--- src/rtl/cpu_pkg.sv ---
// Shared CPU definitions: datapath widths, fetch constants
// and the fetch FSM state encoding.
package cpu_pkg;

    localparam int          ADDR_W       = 32;
    localparam int          DATA_W       = 32;
    localparam logic [31:0] HALT_ADDR    = 32'h5C;
    localparam logic [31:0] PC_INCREMENT = 32'd4;

    typedef enum logic [1:0] {
        F_IDLE,
        F_REQ,
        F_DRAIN,
        F_HALT
    } fetch_state_t;

endpackage

--- src/rtl/fetch_fifo.sv ---
// Small synchronous FIFO buffering fetched {instr, pc} words,
// with a single-cycle flush for redirects.
module fetch_fifo #(
    parameter int W     = 64,
    parameter int DEPTH = 2
) (
    input  logic                     clk,
    input  logic                     reset,
    input  logic                     flush,
    input  logic                     push,
    input  logic [W-1:0]             push_data,
    input  logic                     pop,
    output logic [W-1:0]             head,
    output logic                     empty,
    output logic [$clog2(DEPTH):0]   count
);

    localparam int PW = $clog2(DEPTH);
    localparam int CW = PW + 1;

    logic [W-1:0]  mem [DEPTH];
    logic [PW-1:0] rd_ptr;
    logic [PW-1:0] wr_ptr;
    logic          do_pop;

    assign empty  = (count == '0);
    assign do_pop = pop && !empty;
    assign head   = mem[rd_ptr];

    always_ff @(posedge clk or negedge reset) begin
        if (!reset) begin
            rd_ptr <= '0;
            wr_ptr <= '0;
            count  <= '0;
        end else if (flush) begin
            rd_ptr <= '0;
            wr_ptr <= '0;
            count  <= '0;
        end else begin
            if (push)
                wr_ptr <= wr_ptr + 1'b1;
            if (do_pop)
                rd_ptr <= rd_ptr + 1'b1;
            count <= count + CW'(push) - CW'(do_pop);
        end
    end

    // Storage needs no reset; occupancy is tracked by count.
    always_ff @(posedge clk) begin
        if (push && !flush)
            mem[wr_ptr] <= push_data;
    end

endmodule

--- src/rtl/fetch_unit.sv ---
// Fetch engine: one outstanding imem read at a time, results
// queued for decode, redirect flush and halt-address stop.
module fetch_unit #(
    parameter int                ADDR_W     = cpu_pkg::ADDR_W,
    parameter int                DATA_W     = cpu_pkg::DATA_W,
    parameter int                FIFO_DEPTH = 2,
    parameter logic [ADDR_W-1:0] HALT_ADDR  = ADDR_W'(cpu_pkg::HALT_ADDR)
) (
    input  logic              clk,
    input  logic              reset,
    input  logic [ADDR_W-1:0] pc_current,
    input  logic [ADDR_W-1:0] pc_next,
    output logic [ADDR_W-1:0] pc_in,
    input  logic              redirect,
    input  logic [ADDR_W-1:0] redirect_addr,
    output logic              imem_req,
    output logic [ADDR_W-1:0] imem_addr,
    input  logic              imem_ack,
    input  logic [DATA_W-1:0] imem_rdata,
    output logic              instr_valid,
    input  logic              instr_ready,
    output logic [DATA_W-1:0] instr,
    output logic [ADDR_W-1:0] instr_pc,
    output logic              halted
);

    import cpu_pkg::*;

    localparam int              CW      = $clog2(FIFO_DEPTH) + 1;
    localparam logic [CW-1:0]   DEPTH_C = CW'(FIFO_DEPTH);
    localparam int              EW      = DATA_W + ADDR_W;

    fetch_state_t  state;
    fetch_state_t  state_n;
    logic          latch;
    logic          accept;
    logic          fifo_empty;
    logic [CW-1:0] fifo_count;
    logic [EW-1:0] fifo_head;

    always_comb begin
        state_n = state;
        latch   = 1'b0;
        accept  = 1'b0;
        unique case (state)
            F_IDLE: begin
                // Hold off while a redirect is loading a new PC.
                if (pc_current == HALT_ADDR && !redirect) begin
                    state_n = F_HALT;
                end else if (!redirect && fifo_count < DEPTH_C) begin
                    state_n = F_REQ;
                    latch   = 1'b1;
                end
            end
            F_REQ: begin
                if (imem_ack) begin
                    state_n = F_IDLE;
                    accept  = !redirect;
                end else if (redirect) begin
                    state_n = F_DRAIN;
                end
            end
            F_DRAIN: begin
                if (imem_ack)
                    state_n = F_IDLE;
            end
            F_HALT: begin
                if (redirect && redirect_addr != HALT_ADDR)
                    state_n = F_IDLE;
            end
            default: state_n = F_IDLE;
        endcase
    end

    always_ff @(posedge clk or negedge reset) begin
        if (!reset) begin
            state     <= F_IDLE;
            imem_req  <= 1'b0;
            imem_addr <= '0;
        end else begin
            state    <= state_n;
            imem_req <= (state_n == F_REQ) || (state_n == F_DRAIN);
            if (latch)
                imem_addr <= pc_current;
        end
    end

    always_comb begin
        pc_in = pc_current;
        if (redirect)
            pc_in = redirect_addr;
        else if (accept)
            pc_in = pc_next;
    end

    fetch_fifo #(
        .W     (EW),
        .DEPTH (FIFO_DEPTH)
    ) u_fifo (
        .clk       (clk),
        .reset     (reset),
        .flush     (redirect),
        .push      (accept),
        .push_data ({imem_rdata, imem_addr}),
        .pop       (instr_valid && instr_ready),
        .head      (fifo_head),
        .empty     (fifo_empty),
        .count     (fifo_count)
    );

    assign instr_valid = !fifo_empty;
    assign instr       = fifo_head[ADDR_W +: DATA_W];
    assign instr_pc    = fifo_head[ADDR_W-1:0];
    assign halted      = (state == F_HALT);

endmodule

--- config.mk ---
export PLATFORM = sky130hd
export DESIGN_NAME = fetch_unit
export DESIGN_NICKNAME = d
export VERILOG_FILES = /design/src/rtl/cpu_pkg.sv /design/src/rtl/fetch_fifo.sv /design/src/rtl/fetch_unit.sv
export SDC_FILE = /design/constraint.sdc
export NUM_CORES = 1
export LEC_CHECK = 0
export CAP_MARGIN = 20
export CORE_MARGIN = 2
export CORE_UTILIZATION = 49
export CTS_BUF_LIST = sky130_fd_sc_hd__clkbuf_8
export DETAILED_ROUTE_END_ITERATION = 8
export MAX_ROUTING_LAYER = met4
export PLACE_DENSITY = 0.94
export SLEW_MARGIN = 20
export SYNTH_ARGS = -nofsm -noshare
export SYNTH_HDL_FRONTEND = slang
export SYNTH_SLANG_ARGS = --single-unit
--- constraint.sdc ---
create_clock -name clk -period 12.1 [get_ports clk]
set_input_delay 1.815 -clock clk [delete_from_list [all_inputs] [get_ports clk]]
set_output_delay 1.815 -clock clk [all_outputs]
set_load 0.01 [all_outputs]
Word-level counts from Yosys, hierarchy flattened
Memory sizes are Yosys's and may differ from the RTL's. Index checks and enable logic that the tools add are counted.

Register bits after elaboration: 39. Bits of input ports: 133. RAM bits: 128. Output and inout port bits: 131. Memories: 1.

Reduce and logical (&&, ||, !) cells: 13. Add/subtract/negate cells: 4. Multiplexer cells: 21. Equal/unequal tests: 7. Magnitude comparators: 1.

Memory list: u_fifo.mem (words 2, width 64, read ports 1, clocked after Yosys merged registers in 0, write ports 1, line fetch_fifo.sv:21) `logic [W-1:0] mem [DEPTH];`.

Operators by type and width (count): $mux 32 (2); $eq 32x7->1 const B (1); $ne 32x7->1 const B (1); $mux 2 (7); $mux 1 (11); $pmux 2 s4 (1); $eq 2x2->1 const B (3); $logic_and 1x1->1 (6); $eq 2x1->1 const B (2); $logic_not 2->1 (2); $reduce_bool 2->1 (2); $add 1x1->1 const B (2); $add 2x1->2 (1); $logic_not 1->1 (2); $lt 2x2->1 const B (1); $sub 2x1->2 (1); $logic_or 1x1->1 (1).

Depth between registers and ports, before layout
Depth after elaboration: 7. Mapped depth: 8.

Hierarchy
A second synthesis with hierarchy kept.

Cell total of the unflattened synthesis: 441. Area, all modules: 7030.5 µm².

By module, submodules not included: fetch_fifo (area an instance 4857.2 µm², seq. area each 3943.8 µm², times used 1, cells each 219); fetch_unit (area an instance 2173.3 µm², seq. area each 875.8 µm², times used 1, cells each 222).

Least setup slack after synthesis
OpenSTA, ideal clock, no wires.

Kind: input-to-reg. From: input redirect. To: memory u_fifo.mem[0][0] (enable). Slack: 6.430 ns. Arrival: 5.174 ns. Buffers on the path: 1. Setup time: 0.496 ns. Stages: 4. Cell sequence: inv_1 > and3_1 > clkbuf_1 > nor2b_1.

Longest elaborated chain between the ends: 6.

RTL lines: start: declaration (line fetch_unit.sv:14) `input logic redirect,`; $logic_not 1->1 * (line fetch_fifo.sv:50, fetch_unit.sv:58); $mux 1 (line fetch_unit.sv:56) `if (imem_ack) begin`; $mux 1 (line fetch_unit.sv:45) `unique case (state)`; $logic_and 1x1->1 * (line fetch_fifo.sv:50) `if (push && !flush)`; $mux 1 * (line fetch_fifo.sv:50); $mux 1 (implied by the code) * (line fetch_fifo.sv:51) `mem[wr_ptr] <= push_data;`; end: declaration (line fetch_fifo.sv:21).

Mark *: on every way between the ends. The rest lies on a longest branch, timed or not.

Worst setup path in the final report
From: input redirect. To: output pc_in[12].

Longest elaborated chain between the ends: 5.

RTL lines: $logic_not 1->1 (line fetch_unit.sv:58) `accept = !redirect;`; $mux 1 (line fetch_unit.sv:56); $mux 1 (line fetch_unit.sv:45); $mux 32 (line fetch_unit.sv:92) `else if (accept)`; $mux 32 * (line fetch_unit.sv:90) `if (redirect)`; end: declaration (line fetch_unit.sv:13) `output logic [ADDR_W-1:0] pc_in,`.

Marked as above.

==> results_dict.tcl <==
set metrics [dict create \
    max_stage_delay_ns 0.56 \
    clkTransAtPathRegs_ns 0.08 \
    ir_worst_vdd_v 0.00008542 \
    grt_use_total 0.2518 \
    total_leakage_power_nw 3.797 \
    remaining_drc_errors 0 \
    routed-via-count 4835 \
    finalHoldViolations 0 \
    cts_tree "done" \
    io_buffers 263 \
    cp-end-kind "output port" \
    clock_latency_ns 0.43 \
    die-area_mm2 0.01532 \
    startpoint "redirect" \
    setup_viol 0 \
    cts_max_level 4 \
    grt_pass1_wl_um 27200 \
    grt-ovfl-total 0 \
    r2r_start "state[0]" \
    hpwl_um 13940 \
    cp-start-kind "primary input" \
    ant_nets 0 \
    finalCriticalPeriod_ns 6.233 \
    die_x_um 123.8 \
    path_depth 9 \
    numCtsBuffers 17 \
    cts.sinks 167 \
    synth_seq_cells 167 \
    hold_path.startpoint "imem_addr[13]" \
    gp_congestion 0.9262 \
    drt_first_iter_violations 319 \
    fin_skew_ns 0.01359 \
    finalCritPeriodShare 0.5151 \
    syn_area_mm2 0.007028 \
    fin_tns_setup_ns 0 \
    multiInputGateArea_mm2 0.002074 \
    register_area_mm2 0.004821 \
    fillers 918 \
    required_ns 10.28 \
    layout-drive-gt1-share 0.1944 \
    start_util 0.5044 \
    slew_violations 0 \
    critical-path-top-delay-family "buffers and inverters" \
    root_buffer "clkbuf_8" \
    drv_cap 0 \
    routed_via_density 5.372 \
    critPathMaxFanout 42 \
    holdBufCountCts 0 \
    drt-total-wl_um 18790 \
    cp.arrival_ns 4.42 \
    ys_warn_count 0 \
    grt_pass1_vias 5091 \
    dieHeight_um 123.8 \
    powerDensity_mw_per_mm2 186.2 \
    ios 264 \
    cts_resized 0 \
    core_area_mm2 0.01393 \
    clock.fmax_mhz 160.4 \
    antenna_found_initial 0 \
    status "finished, final reports clean" \
    n_antenna_cell 0 \
    synth_edf_count 128 \
    p_total_mw 1.894 \
    clock_path_buffers 2 \
    synthArstFlopShare 0.2335 \
    seq_area_frac_synth 0.6858 \
    ys_types 35 \
    fin_nets 842 \
    worst_slew_pin_slew_ns 0.9085 \
    rsz0062_at_grt "false" \
    area_growth_pct 44.70 \
    hold_slack_ns 0.5033 \
    synth_flop_cell "edfxtp_1" \
    std_cell_rows 43 \
    mostFrequentLayoutCell "clkdlybuf4s50_1" \
    critPathBufInv 5 \
    post_drt_wl_per_cell_um 20.87 \
    critPathSlowestCell "clkdlybuf4s50_1" \
    setup.worst_path.class "primary input to output port" \
    relSlewSlack 0.3943 \
    syn_avg_cell_area_um2 15.90 \
    reg2reg_depth 5 \
    mostFrequentLayoutCells "clkdlybuf4s50_1 (262), edfxtp_1 (128), mux2_2 (66), nand2_1 (64), dfrtp_1 (38)" \
    dr.pass1.iters 4 \
    grt_start_max_net_pins 65 \
    crit_chain "clkdlybuf4s50_1 -> buf_4 -> inv_1 -> and3_1 -> nor2_2 -> buf_8 -> nand2_1 -> nand2_1 -> clkdlybuf4s50_1" \
    post_cts_buffers 0 \
    hold_class "flop to flop" \
    synth_nets 577 \
    whs_path_depth 0 \
    synthCells 442 \
]
[final timing paths]
path / end / slack, ns
setup / recovery: pc_in[12] / 5.87
hold / removal: u_fifo.mem[1][13] / 0.50
setup reg to reg: u_fifo.mem[0][15] / 9.28
hold reg to reg: u_fifo.mem[1][13] / 0.50
max in group asynchronous: u_fifo.rd_ptr / 9.99
min in group asynchronous: imem_addr[25] / 1.49
[final cells by class]
class	count	share of cell area
flip-flops and latches	167	0.4740
repair buffers	268	0.2628
multi-input cells	249	0.2040
clock buffers	19	0.02571
well taps	180	0.02215
clock inverters	13	0.009842
inverters	4	0.001476
[Yosys cell counts, drive strengths merged, types with 3 or more instances]
library cell	number	area, um^2
a21o	3	22.52
a22oi	31	232.7
and2	3	18.77
buf	7	82.58
clkbuf	15	56.30
dfrtp	39	975.9
edfxtp	128	3844
inv	4	15.01
mux2	96	1194
nand2	64	240.2
nand4	4	25.02
nor2	7	26.28
nor2b	4	25.02
nor3	3	15.01
nor4	10	62.56
[flip-flops by register name, summed over array words and instances (netlist names)]
| signal | cells |
|---|---|
| u_fifo.rd_ptr | 1 |
| u_fifo.count | 2 |
| state | 2 |
| u_fifo.wr_ptr | 1 |
| imem_req | 1 |
| imem_addr | 32 |
| u_fifo.mem | 128 |
[layer usage]
layer / global-route usage / part of all wire
met2: 0.4145 / 0.50
met1: 0.2866 / 0.39
met4: 0.1222 / 0.041
met5: - / 0
met3: 0.06685 / 0.073
[stage by stage]
step | utilization | cells | worst slack (ns) | area [um^2]
3_3_place_gp | 0.7024 | 867 | 5.652 | 9788
5_1_grt | 0.7298 | 900 | 5.709 | 10170
4_1_cts | 0.7295 | 900 | 5.887 | 10160
3_5_place_dp | 0.7035 | 868 | 5.891 | 9803
2_1_floorplan | - | 442 | 6.430 | 7028
6_report | 0.7298 | 900 | 5.867 | 10170
[kinds of logic after synthesis]
| logic type | share of synthesized area |
|---|---|
| AOI/OAI and AO/OA | 0.04451 |
| xor gates and xnor gates | 0.003739 |
| adders and majority gates | 0.003560 |
| buffers and inverters | 0.02190 |
| DFF | 0.6858 |
| muxes | 0.1713 |
| and+or+nand+nor | 0.06925 |
[worst register-to-register path, stage by stage, from the launching register on]
cell and delay, ns:
dfrtp_1 0.47, nor2b_1 0.20, and3_1 0.21, buf_4 0.36
nor2b_4 0.52, buf_4 0.65
[report_power, final]
| group | total (mW) | switching [mW] | internal [mW] |
|---|---|---|---|
| Clock | 0.355 | 0.200 | 0.155 |
| Sequential | 0.827 | 0.0878 | 0.739 |
| Combinational | 0.713 | 0.274 | 0.439 |
| Total | 1.89 | 0.562 | 1.33 |
Power figures use the tool's default switching activity.
